--- src/rtl/limn2600_mem_sched_rr.sv ---
`default_nettype none
// ============================================================================
// Module   : limn2600_mem_sched_rr
// Purpose  : Round-robin multi-client memory scheduler. Requests from all
//            clients share one in-order command FIFO that drives a single
//            word-wide RAM port. Sub-word stores use read-modify-write, and
//            sub-word loads are extracted and zero-extended before return.
// Revision : 1.0 - initial release
// ============================================================================
module limn2600_mem_sched_rr #(
  parameter int NUM_CLIENTS = 2,
  parameter int QUEUE_DEPTH = 8,
  parameter int ADDR_W      = 32,
  parameter int DATA_W      = 32
) (
  input  logic                          clk,
  input  logic                          rst,
  input  logic [NUM_CLIENTS-1:0]        req_valid,
  output logic [NUM_CLIENTS-1:0]        req_ready,
  input  logic [NUM_CLIENTS-1:0]        req_write,
  input  logic [2*NUM_CLIENTS-1:0]      req_size,
  input  logic [ADDR_W*NUM_CLIENTS-1:0] req_addr,
  input  logic [DATA_W*NUM_CLIENTS-1:0] req_wdata,
  output logic [NUM_CLIENTS-1:0]        resp_valid,
  output logic [DATA_W-1:0]             resp_rdata,
  output logic [ADDR_W-1:0]             ram_addr,
  output logic [DATA_W-1:0]             ram_data_out,
  input  logic [DATA_W-1:0]             ram_data_in,
  output logic                          ram_we,
  output logic                          ram_ce,
  input  logic                          ram_rdy,
  output logic [$clog2(QUEUE_DEPTH):0]  queue_count
);

  localparam int CID_W = (NUM_CLIENTS > 1) ? $clog2(NUM_CLIENTS) : 1;
  localparam int PTR_W = $clog2(QUEUE_DEPTH);
  localparam int CNT_W = PTR_W + 1;
  localparam logic [CID_W:0]   NUM_CL   = (CID_W+1)'(NUM_CLIENTS);
  localparam logic [CID_W-1:0] LAST_CL  = CID_W'(NUM_CLIENTS - 1);
  localparam logic [CNT_W-1:0] DEPTH_CT = CNT_W'(QUEUE_DEPTH);

  typedef enum logic [2:0] {
    S_IDLE   = 3'd0,
    S_READ   = 3'd1,
    S_RMW_RD = 3'd2,
    S_RMW_WR = 3'd3,
    S_WRITE  = 3'd4
  } state_t;

  state_t state, state_nxt;

  logic [CID_W-1:0] rr_ptr;
  logic [CID_W-1:0] grant_id;
  logic             grant_any;
  logic [CID_W:0]   cand;
  logic             full;
  logic             push;
  logic             pop;

  logic [CID_W-1:0]  fifo_cid   [QUEUE_DEPTH];
  logic              fifo_we    [QUEUE_DEPTH];
  logic [1:0]        fifo_size  [QUEUE_DEPTH];
  logic [ADDR_W-1:0] fifo_addr  [QUEUE_DEPTH];
  logic [DATA_W-1:0] fifo_wdata [QUEUE_DEPTH];
  logic [PTR_W-1:0]  wr_ptr, rd_ptr;
  logic [CNT_W-1:0]  count;

  logic [CID_W-1:0]  cmd_cid;
  logic [1:0]        cmd_size;
  logic [ADDR_W-1:0] cmd_addr;
  logic [DATA_W-1:0] cmd_wdata;
  logic [DATA_W-1:0] wr_data;

  logic [4:0]        shamt;
  logic [DATA_W-1:0] lane_mask;
  logic [DATA_W-1:0] merged;
  logic [DATA_W-1:0] extracted;

  assign full = (count == DEPTH_CT);
  assign push = grant_any && !full;
  assign pop  = (state == S_IDLE) && (count != '0);

  // Pick the first requesting client at or after the round-robin pointer.
  always_comb begin
    grant_any = 1'b0;
    grant_id  = '0;
    cand      = '0;
    for (int k = 0; k < NUM_CLIENTS; k++) begin
      cand = {1'b0, rr_ptr} + (CID_W+1)'(k);
      if (cand >= NUM_CL) cand = cand - NUM_CL;
      if (!grant_any && req_valid[cand[CID_W-1:0]]) begin
        grant_any = 1'b1;
        grant_id  = cand[CID_W-1:0];
      end
    end
  end

  // One-hot ready on the granted client, suppressed while the FIFO is full.
  always_comb begin
    req_ready = '0;
    if (push) req_ready[grant_id] = 1'b1;
  end

  // Round-robin pointer and FIFO pointers/occupancy.
  always_ff @(posedge clk) begin
    if (rst) begin
      rr_ptr <= '0;
      wr_ptr <= '0;
      rd_ptr <= '0;
      count  <= '0;
    end else begin
      if (push) begin
        rr_ptr <= (grant_id == LAST_CL) ? '0 : grant_id + CID_W'(1);
        wr_ptr <= wr_ptr + PTR_W'(1);
      end
      if (pop) rd_ptr <= rd_ptr + PTR_W'(1);
      if (push && !pop)      count <= count + CNT_W'(1);
      else if (!push && pop) count <= count - CNT_W'(1);
    end
  end

  // FIFO storage; contents need no reset since occupancy guards every read.
  always_ff @(posedge clk) begin
    if (push) begin
      fifo_cid[wr_ptr]   <= grant_id;
      fifo_we[wr_ptr]    <= req_write[grant_id];
      fifo_size[wr_ptr]  <= req_size[2*grant_id +: 2];
      fifo_addr[wr_ptr]  <= req_addr[ADDR_W*grant_id +: ADDR_W];
      fifo_wdata[wr_ptr] <= req_wdata[DATA_W*grant_id +: DATA_W];
    end
  end

  // FSM state register.
  always_ff @(posedge clk) begin
    if (rst) state <= S_IDLE;
    else     state <= state_nxt;
  end

  // FSM next state: dispatch from the FIFO head, advance on RAM completion.
  always_comb begin
    state_nxt = state;
    case (state)
      S_IDLE: begin
        if (pop) begin
          if (!fifo_we[rd_ptr])         state_nxt = S_READ;
          else if (fifo_size[rd_ptr][1]) state_nxt = S_WRITE;
          else                           state_nxt = S_RMW_RD;
        end
      end
      S_READ:   if (ram_rdy) state_nxt = S_IDLE;
      S_RMW_RD: if (ram_rdy) state_nxt = S_RMW_WR;
      S_RMW_WR: if (ram_rdy) state_nxt = S_IDLE;
      S_WRITE:  if (ram_rdy) state_nxt = S_IDLE;
      default:  state_nxt = S_IDLE;
    endcase
  end

  // Lane position and width of the active command (little-endian).
  always_comb begin
    case (cmd_size)
      2'b00: begin
        shamt     = {cmd_addr[1:0], 3'b000};
        lane_mask = 32'h0000_00FF;
      end
      2'b01: begin
        shamt     = {cmd_addr[1], 4'b0000};
        lane_mask = 32'h0000_FFFF;
      end
      default: begin
        shamt     = 5'd0;
        lane_mask = 32'hFFFF_FFFF;
      end
    endcase
    merged    = (ram_data_in & ~(lane_mask << shamt)) | ((cmd_wdata & lane_mask) << shamt);
    extracted = (ram_data_in >> shamt) & lane_mask;
  end

  // Command register, write-data register and load response.
  always_ff @(posedge clk) begin
    if (rst) begin
      cmd_cid    <= '0;
      cmd_size   <= '0;
      cmd_addr   <= '0;
      cmd_wdata  <= '0;
      wr_data    <= '0;
      resp_valid <= '0;
      resp_rdata <= '0;
    end else begin
      resp_valid <= '0;
      if (pop) begin
        cmd_cid   <= fifo_cid[rd_ptr];
        cmd_size  <= fifo_size[rd_ptr];
        cmd_addr  <= fifo_addr[rd_ptr];
        cmd_wdata <= fifo_wdata[rd_ptr];
        wr_data   <= fifo_wdata[rd_ptr];
      end
      if (state == S_RMW_RD && ram_rdy) wr_data <= merged;
      if (state == S_READ && ram_rdy) begin
        resp_valid[cmd_cid] <= 1'b1;
        resp_rdata          <= extracted;
      end
    end
  end

  assign ram_ce       = (state != S_IDLE);
  assign ram_we       = (state == S_WRITE) || (state == S_RMW_WR);
  assign ram_addr     = {cmd_addr[ADDR_W-1:2], 2'b00};
  assign ram_data_out = wr_data;
  assign queue_count  = count;

endmodule
`default_nettype wire

--- config.mk ---
export PLATFORM = sky130hd
export DESIGN_NAME = limn2600_mem_sched_rr
export DESIGN_NICKNAME = d
export VERILOG_FILES = /design/src/rtl/limn2600_mem_sched_rr.sv
export SDC_FILE = /design/constraint.sdc
export NUM_CORES = 1
export LEC_CHECK = 0
export ABC_CLOCK_PERIOD_IN_PS = 11000
export CAP_MARGIN = 5
export CELL_PAD_IN_SITES_DETAIL_PLACEMENT = 2
export CELL_PAD_IN_SITES_GLOBAL_PLACEMENT = 2
export CORE_MARGIN = 8
export CORE_UTILIZATION = 42
export DETAILED_ROUTE_END_ITERATION = 8
export PLACE_DENSITY = 0.81
export RECOVER_POWER = 100
export SLEW_MARGIN = 20
export SYNTH_ARGS = -nofsm -noshare
export SYNTH_HDL_FRONTEND = slang
export SYNTH_SLANG_ARGS = --single-unit
export TNS_END_PERCENT = 5
--- constraint.sdc ---
create_clock -name clk -period 11 [get_ports clk]
set_input_delay 2.2 -clock clk [delete_from_list [all_inputs] [get_ports clk]]
set_output_delay 2.2 -clock clk [all_outputs]
set_load 0.03 [all_outputs]
Word level (Yosys, flattened, before mapping)

Memory sizes are Yosys's and may differ from the RTL's. A register that Yosys moved wholly into a read port is not among the register bits.
Index checks and enable logic that the tools add are counted.
Widths: inputs -> output; s select.

Register bits after elaboration: 114
RAM bits: 544
Bits of input ports: 171
Logic and storage cells: 113
Memories: 5

Memory list:

| memory     | depth | bits a word | rd ports | clocked after Yosys merged registers in | write ports | RTL line | text |
|---|---|---|---|---|---|---|---|
| fifo_addr  | 8     | 32          | 1        | 1                                       | 1           | 63       | `logic [ADDR_W-1:0] fifo_addr [QUEUE_DEPTH];` |
| fifo_wdata | 8     | 32          | 1        | 1                                       | 1           | 64       | `logic [DATA_W-1:0] fifo_wdata [QUEUE_DEPTH];` |
| fifo_size  | 8     | 2           | 1        | 1                                       | 1           | 62       | `logic [1:0] fifo_size [QUEUE_DEPTH];` |
| fifo_cid   | 8     | 1           | 1        | 1                                       | 1           | 60       | `logic [CID_W-1:0] fifo_cid [QUEUE_DEPTH];` |
| fifo_we    | 8     | 1           | 1        | 1                                       | 1           | 61       | `logic fifo_we [QUEUE_DEPTH];` |

Add/subtract/negate cells: 8
Order comparisons: 8
Equal/unequal tests: 9
Shift operators: 6
Multiplexer cells: 38
Bitwise operators: 6
Reduce and logical (&&, ||, !) cells: 23

Operator list:

| kind                | number |
|---|---|
| $shiftx 64x7->32    | 2 |
| $and 32x32->32      | 3 |
| $mux 32             | 2 |
| $pmux 32 s2         | 1 |
| $shl 32x5->32       | 2 |
| $mux 3              | 11 |
| $not 32->32         | 1 |
| $or 32x32->32       | 1 |
| $shr 32x5->32       | 1 |
| $mux 1              | 17 |
| $pmux 5 s2          | 1 |
| $logic_and 1x1->1   | 9 |
| $pmux 3 s3          | 1 |
| $lt 1x2->1 const B  | 4 |
| $mux 4              | 2 |
| $add 3x1->3 const B | 2 |
| $eq 3x2->1 const B  | 2 |
| $add 4x1->4 const B | 1 |
| $eq 4x4->1 const B  | 1 |
| $logic_not 1->1     | 4 |
| $ne 2x2->1 const B  | 2 |
| $reduce_bool 2->1   | 2 |
| $reduce_bool 4->1   | 1 |
| $shiftx 4x3->2      | 1 |
| 21 further kinds    | 24 |

Logic depth before layout (Yosys ltp)

Depth after elaboration: 13
Gate-level depth with buffers: 14

Worst setup path before layout

Ideal clock, no wire load.

Path type: input port to flip-flop
Start: input req_valid[1]
End: memory fifo_addr[2][0] (enable)
Arrival: 9336 ps
Required time: 10315 ps
Path slack: 979 ps
Stages: 2
Path buffers: 0
Path through: o21ai_2 -> nor4b_1

Cells in the longest elaborated chain, start to end: 9

RTL lines:

| item                                       | RTL line | text |
|---|---|---|
| start, declared                            | 18       | `input logic [NUM_CLIENTS-1:0] req_valid,` |
| $mux 1 (not written as such) (2 in series) | 91       | `if (!grant_any && req_valid[cand[CID_W-1:0]]) begin` |
| $mux 1                                     | 91       |  |
| $logic_not 1->1                            | 91       |  |
| $logic_and 1x1->1                          | 91       |  |
| $mux 1 *                                   | 91       |  |
| $logic_and 1x1->1 *                        | 80       | `assign push = grant_any && !full;` |
| $mux 1 *                                   | 124      | `if (push) begin` |
| $mux 1 (not written as such) *             | 128      | `fifo_addr[wr_ptr] <= req_addr[ADDR_W*grant_id +: ADDR_W];` |
| end, declared                              | 63       |  |

Every way passes the cells marked *; elsewhere a longest branch is shown, timed or not. The select of a mux whose other input is x is not followed.

Final worst setup path

Start: input req_valid[0]
End: memory fifo_wdata[5][16] (enable)

Cells in the longest elaborated chain, start to end: 9

RTL lines:

| item                                       | RTL line | text |
|---|---|---|
| $mux 1 (not written as such) (2 in series) | 91       |  |
| $mux 1                                     | 91       |  |
| $logic_not 1->1                            | 91       |  |
| $logic_and 1x1->1                          | 91       |  |
| $mux 1 *                                   | 91       |  |
| $logic_and 1x1->1 *                        | 80       |  |
| via push                                   | 57       | `logic push;` |
| $mux 1 *                                   | 124      |  |
| $mux 1 (not written as such) *             | 129      | `fifo_wdata[wr_ptr] <= req_wdata[DATA_W*grant_id +: DATA_W];` |
| end, declared                              | 64       |  |

The timed path passes the listed nets; every way through them passes the cells marked *. The select of a mux whose other input is x is not followed.

==> flow_summary.toml <==
[run_status]
status = "finished with violations"
violations = "max-capacitance violations, max-slew violations"

[drt]
routed_wirelength_microns = 89100
vias = 16800
drc_errors = 0
via_per_inst = 5.94
drt-initial-drc-count = 1197
drtAntennaViolNets = 0
post_drt_wl_per_cell_microns = 31.6
dr.pass1.iters = 5

[power_and_ir_drop]
power_leakage_nw = 10.9
p_per_area_mw_per_mm2 = 266
power_mw = 8.96
worst_ir_drop_vdd_mv = 0.167

[job]
drv_cap = 21

[yosys]
synthTopCellsByArea = "edfxtp_1 58%, dfxtp_1 11%, mux4_2 8.8%"
synth_edf_count = 544
synthFlopType = "edfxtp_1"
synth_area_per_cell_sq_um = 16.8
ys_types = 59
yosysTopAreaCell = "edfxtp_1"
async_flop_share_pct = 0
synthCells = 1664
yosysTopAreaCellShare_pct = 58.3
yosysWarnings = 0
synth_area_sq_mm = 0.0280
synth_seq_cells = 694
ys_seq_area_share_pct = 69.0

[floorplanning]
die_h_microns = 274
ios = 277
fp.dieArea_sq_mm = 0.0752
num_rows = 94
coreArea_sq_mm = 0.0659
die_x_microns = 274
start_util_pct = 42.6

[critical_path]
worst_path_max_delay_cell = "clkbuf_1"
crit_required_ps = 11090
path_max_fanout = 59
max_stage_delay_ps = 3560
startpoint = "req_valid[0]"
critPathCaptureType = "flop"
path_cells = "dlygate4sd3_1 -> o21ai_0 -> inv_1 -> nand2_1 -> nor3b_1 -> clkbuf_1"
startpoint_type = "input port"
arrival_ps = 8790
r2r_start = "state[1]$_SDFFE_PP0P_"
timing.setup.critical_path_class = "in2reg"

[cts]
cts_max_path_buffers = 3
cts.repair.resized = 0
clkSinkCount = 694
cts.reportedPaths.clkPinSlew_ps = 60
h-tree-depth = 3
ctsHoldBuffers = 0
cts_tree = "built"
clk_latency_ps = 630
cts_buffers = 74
cts_setup_buffers = 0
cts.root.buffer_cell = "clkbuf_16"

[finish]
area_growth_pct = 20.0
layout_common_cells = "544 x edfxtp_1, 167 x clkdlybuf4s50_1, 147 x dfxtp_1"
layout-drive-gt1-share_pct = 13.5
fin_cells = 2822
fillers = 5929
fin_area_sq_mm = 0.0336
antennaDiodeCount = 0
layout_commonest_cell = "edfxtp_1"
final_net_count = 2073
fin_util_pct = 51.1

[place]
placed_cells = 2683
io_buffers = 274
postPlaceCellArea_sq_mm = 0.0313
dp_hpwl_microns = 53700
place_ws_ps = 3830
routabilityCongestion = 0.772

[hold_path]
hold_path.class = "reg2reg"
min_from = "resp_rdata[30]$_SDFFE_PP0P_"

[timing]
slew_viol_final = 851
setup_ws_ps = 2300
fmax_mhz = 115
holdWs_ps = 447
min_period_ps = 8700
finalHoldViolations = 0
setup_violations = 0
setup_tns_ps = 0
rsz0062_at_grt = "false"
worst_pin_slew_ps = 4940
slew_headroom_pct = -230
post-route-period-util_pct = 79.1
skew_ps = 34.9

[grt]
grt_max_degree = 74
grt_pass1_vias = 18900
grt-ovfl-total = 0
grt_pass1_wl_microns = 129000
track_usage_pct = 23.1
antenna_found_initial = 4
-- logic make-up after synthesis --
kind of cell    count (synthesis)  synth area share [%]
compound gates                295                  8.06
xor+xnor                        6                 0.188
fa+ha+maj                       6                 0.295
buf+inv                       160                  3.17
flops                         694                  69.0
mux                           298                  16.0
other cells                     1                0.0134
simple gates                  204                  3.29
-- flip-flops by register name, indices dropped and copies added (netlist names), 4 cells and up, named ones only --
register      flops
fifo_addr       256
fifo_wdata      256
cmd_addr         32
cmd_wdata        32
ram_data_out     32
resp_rdata       32
fifo_size        16
fifo_cid          8
fifo_we           8
queue_count       4
-- worst paths after layout --
kind | endpoint | cells after the start | slack, ps
setup reg to reg | ram_data_out[24]$_SDFFE_PP0P_ | 7 | 3350
hold reg to reg | resp_rdata[30]$_SDFFE_PP0P_ | 2 | 450
hold / removal | resp_rdata[30]$_SDFFE_PP0P_ | 2 | 450
setup / recovery | fifo_wdata[5][16]$_DFFE_PP_ | 6 | 2300
-- critical path: cells and delay by family --
family                 cells  cell delay, ps
buffers and inverters      3            4500
and+or+nand+nor            2            1660
AOI/OAI and AO/OA          1             360
-- cell type report --
| cell class | instances | area [sq um] | share of cell area, % |
|---|---|---|---|
| inverters | 7 | 26.3 | 0.0781 |
| well taps | 864 | 1080 | 3.21 |
| flip-flops and latches | 694 | 19300 | 57.5 |
| repair buffers | 308 | 2940 | 8.73 |
| clock buffers | 107 | 2110 | 6.29 |
| multi-input cells | 811 | 7680 | 22.8 |
| clock inverters | 31 | 452 | 1.34 |
-- metal layers --
metal	GRT usage (%)	up-vias	routed length (microns)	part of all wire, %
met2	40.3	592	45500	51
met1	28.4	8909	35500	40
li1	-	7082	-	-
met4	7.68	2	2740	3.1
met3	5.00	165	5320	6.0
met5	0	-	13	0.015
-- report_power, final --
| part | switching, mW | internal (mW) | leakage, nW |
|---|---|---|---|
| combinational | 1.67 | 1.01 | 3.49 |
| clock | 1.08 | 1.58 | 1.25 |
| sequential | 0.309 | 3.31 | 6.20 |
| total | 3.06 | 5.90 | 10.9 |
-- cell usage after synthesis (all sizes together) (2+ instances only) --
cell / count
ha: 5
mux2i: 117
nor2b: 4
o21a: 2
dfxtp: 150
nand2: 98
clkbuf: 56
inv: 7
a22oi: 32
o21ai: 3
o2bb2ai: 8
edfxtp: 544
a21oi: 98
a22o: 24
nor3: 9
nor4b: 2
nor3b: 4
mux4: 112
buf: 97
nor2: 57
o211ai: 33
nor4: 2
xor2: 3
xnor2: 3
a21o: 2
mux2: 69
a211oi: 34
nand3: 18
a221oi: 56
Power figures use the tool's default switching activity.
